`config.mk`:
```
export PLATFORM = sky130hd
export DESIGN_NAME = tx_frame_buffer_flat
export DESIGN_NICKNAME = d
export VERILOG_FILES = /design/src/rtl/tx_frame_buffer_if.sv /design/src/rtl/tx_frame_buffer.sv /design/src/flat_wrapper.sv
export SDC_FILE = /design/constraint.sdc
export NUM_CORES = 1
export LEC_CHECK = 0
export CORE_ASPECT_RATIO = 1.1
export CORE_MARGIN = 10
export CORE_UTILIZATION = 56
export CTS_BUF_LIST = sky130_fd_sc_hd__clkbuf_8 sky130_fd_sc_hd__clkbuf_16
export CTS_CLUSTER_SIZE = 10
export DETAILED_ROUTE_END_ITERATION = 7
export GPL_TIMING_DRIVEN = 0
export HOLD_SLACK_MARGIN = 0.03
export PLACE_DENSITY = 0.82
export SYNTH_ARGS = -nofsm -noshare
export SYNTH_HDL_FRONTEND = slang
export SYNTH_SLANG_ARGS = --single-unit
export TNS_END_PERCENT = 30
```
`constraint.sdc`:
```
create_clock -name i_clk -period 5.5 [get_ports i_clk]
set_clock_uncertainty 0.1 [all_clocks]
set_input_delay 0.825 -clock i_clk [delete_from_list [all_inputs] [get_ports i_clk]]
set_output_delay 0.825 -clock i_clk [all_outputs]
set_load 0.01 [all_outputs]
```
`src/rtl/tx_frame_buffer_if.sv`:
```
// Handshake and status bundle between the frame producer/consumer side and tx_frame_buffer.
// The master modport is the environment side; the slave modport is the buffer itself.
interface tx_frame_buffer_if #(
    parameter int DATA_W = 8,
    parameter int DEPTH  = 9
);
    logic                      i_start;
    logic [DEPTH*DATA_W-1:0]   i_mat;
    logic                      i_ready;
    logic [DATA_W-1:0]         o_data;
    logic                      o_valid;
    logic                      o_busy;
    logic                      o_done;

    modport master (
        output i_start, i_mat, i_ready,
        input  o_data, o_valid, o_busy, o_done
    );

    modport slave (
        input  i_start, i_mat, i_ready,
        output o_data, o_valid, o_busy, o_done
    );
endinterface

```
`src/rtl/tx_frame_buffer.sv`:
```
// Snapshots DEPTH words on a start request and streams [header] body [xor checksum]
// over a valid/ready handshake, with busy and one-cycle done status.
module tx_frame_buffer #(
    parameter int                DATA_W    = 8,
    parameter int                DEPTH     = 9,
    parameter bit                HEADER_EN = 1'b1,
    parameter logic [DATA_W-1:0] HEADER    = DATA_W'(8'hA5),
    parameter bit                CSUM_EN   = 1'b1
) (
    input  logic                 i_clk,
    input  logic                 i_rst,
    tx_frame_buffer_if.slave     bus
);
    localparam int                IDX_W    = (DEPTH > 1) ? $clog2(DEPTH) : 1;
    localparam logic [IDX_W-1:0]  LAST_IDX = IDX_W'(DEPTH - 1);

    typedef enum logic [1:0] {
        IDLE = 2'd0,
        HDR  = 2'd1,
        BODY = 2'd2,
        CSUM = 2'd3
    } state_t;

    state_t                    state_r;
    logic [IDX_W-1:0]          idx_r;
    logic [DEPTH*DATA_W-1:0]   snap_r;
    logic [DATA_W-1:0]         csum_r;
    logic [DATA_W-1:0]         data_r;
    logic                      valid_r;
    logic                      busy_r;
    logic                      done_r;

    logic                      xfer_s;
    logic [IDX_W-1:0]          idx_inc_s;
    logic [DATA_W-1:0]         next_word_s;
    logic [DATA_W-1:0]         csum_next_s;

    function automatic logic [DATA_W-1:0] csum_fold(
        input logic [DATA_W-1:0] acc,
        input logic [DATA_W-1:0] word
    );
        return acc ^ word;
    endfunction

    // Handshake decode and look-ahead of the word that follows the current one.
    always_comb begin
        xfer_s      = valid_r & bus.i_ready;
        idx_inc_s   = idx_r + 1'b1;
        next_word_s = snap_r[idx_inc_s*DATA_W +: DATA_W];
        csum_next_s = csum_fold(csum_r, data_r);
    end

    // Frame sequencer; o_data is preloaded so each word appears the cycle after its predecessor is accepted.
    always_ff @(posedge i_clk) begin
        if (i_rst) begin
            state_r <= IDLE;
            idx_r   <= '0;
            snap_r  <= '0;
            csum_r  <= '0;
            data_r  <= '0;
            valid_r <= 1'b0;
            busy_r  <= 1'b0;
            done_r  <= 1'b0;
        end else begin
            done_r <= 1'b0;
            case (state_r)
                IDLE: begin
                    if (bus.i_start) begin
                        snap_r  <= bus.i_mat;
                        csum_r  <= '0;
                        idx_r   <= '0;
                        valid_r <= 1'b1;
                        busy_r  <= 1'b1;
                        if (HEADER_EN) begin
                            state_r <= HDR;
                            data_r  <= HEADER;
                        end else begin
                            state_r <= BODY;
                            data_r  <= bus.i_mat[DATA_W-1:0];
                        end
                    end else begin
                        data_r  <= '0;
                        valid_r <= 1'b0;
                        busy_r  <= 1'b0;
                    end
                end
                HDR: begin
                    if (xfer_s) begin
                        state_r <= BODY;
                        data_r  <= snap_r[DATA_W-1:0];
                    end
                end
                BODY: begin
                    if (xfer_s) begin
                        csum_r <= csum_next_s;
                        if (idx_r == LAST_IDX) begin
                            if (CSUM_EN) begin
                                state_r <= CSUM;
                                data_r  <= csum_next_s;
                            end else begin
                                state_r <= IDLE;
                                data_r  <= '0;
                                valid_r <= 1'b0;
                                busy_r  <= 1'b0;
                                done_r  <= 1'b1;
                            end
                        end else begin
                            idx_r  <= idx_inc_s;
                            data_r <= next_word_s;
                        end
                    end
                end
                CSUM: begin
                    if (xfer_s) begin
                        state_r <= IDLE;
                        data_r  <= '0;
                        valid_r <= 1'b0;
                        busy_r  <= 1'b0;
                        done_r  <= 1'b1;
                    end
                end
                default: begin
                    state_r <= IDLE;
                    data_r  <= '0;
                    valid_r <= 1'b0;
                    busy_r  <= 1'b0;
                end
            endcase
        end
    end

    assign bus.o_data  = data_r;
    assign bus.o_valid = valid_r;
    assign bus.o_busy  = busy_r;
    assign bus.o_done  = done_r;
endmodule

```
`src/flat_wrapper.sv`:
```
// flat-port wrapper written by rule: the top's interface ports become plain ports
module tx_frame_buffer_flat 
#(
    parameter int                DATA_W    = 8,
    parameter int                DEPTH     = 9,
    parameter bit                HEADER_EN = 1'b1,
    parameter logic [DATA_W-1:0] HEADER    = DATA_W'(8'hA5),
    parameter bit                CSUM_EN   = 1'b1
)
  (i_clk, i_rst, bus_i_start, bus_i_mat, bus_i_ready, bus_o_data, bus_o_valid, bus_o_busy, bus_o_done);
  tx_frame_buffer_if #(.DATA_W(DATA_W), .DEPTH(DEPTH)) bus_i ();
  input  logic i_clk;
  input  logic i_rst;
  input wire logic [$bits(bus_i.i_start)-1:0] bus_i_start;
  input wire logic [$bits(bus_i.i_mat)-1:0] bus_i_mat;
  input wire logic [$bits(bus_i.i_ready)-1:0] bus_i_ready;
  output wire logic [$bits(bus_i.o_data)-1:0] bus_o_data;
  output wire logic [$bits(bus_i.o_valid)-1:0] bus_o_valid;
  output wire logic [$bits(bus_i.o_busy)-1:0] bus_o_busy;
  output wire logic [$bits(bus_i.o_done)-1:0] bus_o_done;
  assign bus_i.i_start = bus_i_start;
  assign bus_i.i_mat = bus_i_mat;
  assign bus_i.i_ready = bus_i_ready;
  assign bus_o_data = bus_i.o_data;
  assign bus_o_valid = bus_i.o_valid;
  assign bus_o_busy = bus_i.o_busy;
  assign bus_o_done = bus_i.o_done;
  tx_frame_buffer #(.DATA_W(DATA_W), .DEPTH(DEPTH), .HEADER_EN(HEADER_EN), .HEADER(HEADER), .CSUM_EN(CSUM_EN)) u_core (.i_clk(i_clk), .i_rst(i_rst), .bus(bus_i));
endmodule
```
* Yosys cells after proc, flatten, opt, wreduce, memory -nomap -nowiden *
Index checks and enable logic that the tools add are counted.

word-level totals
  word-level logic and storage cells = 55
  register bits = 96
  output and inout port bits = 11

cells by class
  bitwise logic cells = 3
  equality and inequality tests = 10
  multiplexer cells = 23
  shift-type cells = 1
  add/subtract/negate cells = 1
  reduce and logical (&&, ||, !) cells = 10

operators by type and width
  operator                                       number
  indexed part select 72 x 8 -> 8 bit            1
  2-to-1 mux 8 bit                               7
  one-hot mux 8 bit (4 select lines)             1
  one-hot mux 8 bit (2 select lines)             1
  2-to-1 mux 4 bit                               3
  2-to-1 mux 2 bit                               5
  != test 2 x 1 -> 1 bit, second input constant  4
  one-hot mux 2 bit (4 select lines)             1
  one-hot mux 4 bit (2 select lines)             1
  XOR 8 bit                                      1
  AND reduction 3 bit                            2
  AND reduction 5 bit                            1
  adder 4 x 1 -> 4 bit, second input constant    1
  == test 2 bit, second input constant           2
  == test 4 bit, second input constant           1
  != test 2 bit, second input constant           2
  AND reduction 2 bit                            2
  AND reduction 4 bit                            1
  nonzero test 2 bit                             2
  2-to-1 mux 1 bit                               3
  == test 2 x 1 -> 1 bit, second input constant  1
  zero test 2 bit                                1
  one-hot mux 1 bit (2 select lines)             1
  OR reduction 2 bit                             1
  2 further kinds                                2

* Logic depth before layout (Yosys ltp) *
  depth in word-level cells = 5
  depth in mapped cells = 9
  gate-level depth less buffers = 7

* Least setup slack after synthesis *
OpenSTA, ideal clock, no wires.

  path kind = reg2reg
  start = register u_core.idx_r[0]
  end = register u_core.data_r[6] (netlist: u_core.bus.o_data[6])
  setup slack = 3,345 ps
  stages on the path, launching flop included = 8
  required time = 5,268 ps
  data arrival time = 1,923 ps
  path buffers = 2
  cells stage by stage = dfxtp_1 inv_1 ha_1 buf_2 buf_2 mux4_2 a222oi_1 a21oi_1

between the ends
  cells in the longest elaborated chain, start to end = 5

ends and longest elaborated chain
  element                               line                    source
  from (decl)                           tx_frame_buffer.sv:25   logic [IDX_W-1:0] idx_r;
  from (signal assigned)                tx_frame_buffer.sv:108  idx_r <= idx_inc_s;
  adder 4 x 1 -> 4 bit                  tx_frame_buffer.sv:48   idx_inc_s = idx_r + 1'b1;
  indexed part select 72 x 8 -> 8 bit   tx_frame_buffer.sv:49   next_word_s = snap_r[idx_inc_s*DATA_W +: DATA_W];
  2-to-1 mux 8 bit *                    tx_frame_buffer.sv:96   if (idx_r == LAST_IDX) begin
  2-to-1 mux 8 bit *                    tx_frame_buffer.sv:94   if (xfer_s) begin
  one-hot mux 8 bit (4 select lines) *  tx_frame_buffer.sv:66   case (state_r)
  to (signal assigned)                  tx_frame_buffer.sv:79   data_r <= bus.i_mat[DATA_W-1:0];
  to (signal assigned)                  tx_frame_buffer.sv:90   data_r <= snap_r[DATA_W-1:0];
  to (signal assigned)                  tx_frame_buffer.sv:99   data_r <= csum_next_s;
  to (decl)                             tx_frame_buffer.sv:28   logic [DATA_W-1:0] data_r;

Every way passes the cells marked *; elsewhere a longest branch is shown, timed or not. The select of a mux whose other input is x is not followed.
A chain may end at the register's enable or synchronous reset.

* Worst setup path in the final report *
  start = register u_core.idx_r[1]
  end = register u_core.data_r[6] (netlist: u_core.bus.o_data[6])

The elaborated chain is that of the path after synthesis.

==> results by group <==
Setup path
  • WS Path Type: reg2reg
  • Reg-to-Reg End: u_core.bus.o_data[6]
  • Crit path DAT: 2.80 ns
  • Reg-to-reg slack, setup: 2.84 ns
  • Worst Setup Start Kind: flop
  • Worst EP required: 5.64 ns
  • Critical Path End Type: flop
  • R2R depth: 7
  • FF-to-FF Start: u_core.idx_r[1]
  • Max FO, Critical Path: 10

Clock tree
  • Setup Fix Bufs, Post-CTS: 0
  • Clock sink count: 96
  • CTS tree: yes
  • H-tree depth: 3
  • CTS Root Cell: clkbuf_8
  • Skew-Pair Late Insertion Delay: 0.36 ns
  • Num CTS Buffers: 9
  • Hold_buf cts: 0
  • CTS clock-pin slew for the worst setup and hold paths: 0.09 ns
  • Deepest clock path buffer count: 2
  • PostCTS Resize Cnt: 0

Die
  • Die area: 0.01175 mm^2
  • Die Y: 112.7 um
  • IO Pins: 87
  • Site row count: 33
  • CORE AREA: 0.007515 mm^2
  • Initial core utilization: 58.19%
  • Die W: 104.3 um

Placed design
  • IO Port Bufs: 85
  • Post-DP HPWL: 9772 um
  • RD Place Congestion: 0.8756

Route
  • Post-route ant nets: 0
  • Total Wirelength: 12,520 um
  • DR vias: 4,146
  • Drt first pass iters: 5
  • # DRC: 0
  • Initial drt markers: 384
  • Routed wire per std cell: 17.24 um
  • Via/cell ratio: 5.711

STA
  • Final Hold Viols: 0
  • Max Fclk: 0.3760 GHz
  • Setup TNS Final: 0 ns
  • Final setup viols: 0
  • RSZ-0062 raised after global routing: false
  • Least-Margin Pin Slew: 0.6860 ns
  • Final worst path period need: 2.660 ns
  • Hold Slack: 0.3595 ns
  • Slew Limit Fails: 0
  • Fin crit share: 48.36%
  • Worst slew margin: 54.27%

Power
  • Clk network pwr share: 22.1%
  • Net load switching power: 828.1 uW
  • Sequential group share of total power: 40.7%
  • Logic pwr share: 37.2%
  • Leakage: 0.002030 uW
  • Switching part of the total power: 37.26%
  • Internal power: 1395 uW
  • VDD IR max: 0.2007 mV
  • Cell area power density: 399.1 mW/mm^2

Worst hold path
  • HP Start: u_core.snap_r[20]
  • Worst min-delay path category: reg2reg
  • Sink of the worst hold path: u_core.snap_r[20]
  • Hold Path Cell Cnt: 2

Synth
  • Post-synthesis compound-gate area fraction: 19.43%
  • Main combinational cell family by area after synthesis: simple AND/OR/NAND/NOR gates
  • Distinct cells, synth: 40
  • Post-synthesis adder-cell area fraction: 1.717%
  • Main synth FF type: dfxtp_1
  • Async set or reset register ratio after synthesis: 0%
  • Gate Count Post-Synth: 520
  • Synth Area in XOR/XNOR: 0.8011%
  • Mux cell area share after synthesis: 8.698%
  • Synth Register Bits: 96
  • Mapped Area: 0.004373 mm^2
  • Syn Nets: 602
  • Synth Area in Simple Gates: 21.12%
  • Post-synth EDFFs: 0
  • Mapped Avg Cell Area: 8.410 um^2
  • Yosys Warn Count: 0
  • Seq/Total Area, Yosys: 43.95%

Finish
  • Nets@finish: 698
  • Layout cells sized above 1: 8.374%
  • # fillers: 589
  • Ant diodes: 0
  • Synthesis-to-finish area growth: 27.38%

Global routing
  • Gr ovfl total: 0
  • Vias in the first global route: 4,191
  • Initial antenna violation count: 0
  • GRT Util Overall: 20.69%
  • Largest net degree at the start of global routing: 17
  • First-pass GRT wire length: 19,960 um

Outcome
  • Status: finished clean

Run
  • Max-cap violations: 0
placed cells by master (no fill, tap or decap), types with 4 or more instances in the layout:
master           synthesis  layout
o22ai_1                  5       5
xnor2_1                  4       4
o21ai_1                  5       5
clkbuf_1                26      26
mux4_2                  16      16
a22oi_1                  6       6
inv_1                    5       5
a221oi_1                 4       4
buf_2                    9       9
nor2_1                  25      25
a211o_1                  5       5
o21ai_0                 13      13
nand2_1                149     149
a21oi_1                 93      93
nor3b_1                  5       5
clkbuf_8                 0      11
clkdlybuf4s50_1          0      85
a222oi_1                 8       8
dfxtp_1                 96      96
nand3b_1                 9       9
ha_1                     6       6
registers in the layout, indices dropped and copies added (netlist names):
register and cells:
u_core.snap_r 72, u_core.bus.o_data 8, u_core.csum_r 8, u_core.idx_r 4, u_core.state_r 2, u_core.bus.o_done 1, u_core.bus.o_valid 1
routing by layer:
metal	vias up	global-route usage [%]	wire, um
met5	-	0	0
met4	0	10.58	457
met3	30	3.776	883
met2	183	35.87	6234
met1	1925	23.97	4941
li1	2008	-	-
critical path, stage by stage, from the launching register on:
cell,delay [ns]
dfxtp_1,0.46
inv_1,0.10
ha_1,0.27
buf_2,0.28
buf_2,0.35
mux4_2,0.37
a222oi_1,0.48
a21oi_1,0.13
power by group through the flow:
stage | Combinational (uW) | Sequential [uW] | Clock, uW
CTS | 826 | 900 | 492
detailed placement | 821 | 915 | 0
finish | 828 | 904 | 491
global route | 917 | 915 | 518
global placement | 795 | 907 | 0
floorplan | 570 | 888 | 0
through the flow:
step	setup slack, ns	util [%]	power, uW	std cells	area (um^2)
floorplan	3.345	-	1458	520	4373
global placement	2.771	71.26	1702	710	5355
detailed placement	2.741	71.26	1736	710	5355
CTS	2.851	74.13	2218	726	5570
global route	2.641	74.13	2350	726	5570
finish	2.840	74.13	2223	726	5570
kinds of logic (layout without fill, tap and decap cells):
logic type	count (synthesis)	after routing
fa+ha+maj	6	6
mux	18	18
simple gates	208	208
xor+xnor	4	4
buf+inv	44	145
compound gates	144	144
flops	96	96
cell usage after synthesis, drive strengths merged (5+ instances only):
| library cell | instances | area, um^2 |
|---|---|---|
| o22ai | 5 | 31.28 |
| nor2 | 26 | 100.1 |
| a222oi | 8 | 80.08 |
| o21ai | 18 | 90.08 |
| nand3b | 9 | 67.56 |
| ha | 6 | 75.07 |
| nor3b | 6 | 50.05 |
| a22oi | 6 | 45.04 |
| nand2 | 150 | 565.6 |
| clkbuf | 26 | 97.59 |
| a211o | 5 | 43.79 |
| mux4 | 16 | 360.4 |
| dfxtp | 96 | 1922 |
| inv | 5 | 18.77 |
| buf | 12 | 67.56 |
| a21oi | 93 | 465.5 |
layout make-up:
cell class / instances / area [um^2] / share of cell area [%]
multi-input cells: 380 / 2263 / 40.63
flip-flops and latches: 96 / 1922 / 34.50
repair buffers: 85 / 850.8 / 15.27
plain buffers: 38 / 165.2 / 2.965
clock buffers: 11 / 151.4 / 2.718
well taps: 105 / 131.4 / 2.358
clock inverters: 5 / 63.81 / 1.146
inverters: 6 / 22.52 / 0.4043
worst max-delay path by stage:
stage	startpoint	endpoint
after floorplan	u_core.idx_r[0]	u_core.bus.o_data[6]
after global placement	bus_i_start	u_core.snap_r[64]
after detailed placement	bus_i_ready	u_core.bus.o_data[7]
after CTS	u_core.idx_r[1]	u_core.bus.o_data[6]
after global routing	u_core.idx_r[1]	u_core.bus.o_data[6]
final	u_core.idx_r[1]	u_core.bus.o_data[6]
No activity file was read; power rests on OpenSTA's default activity.
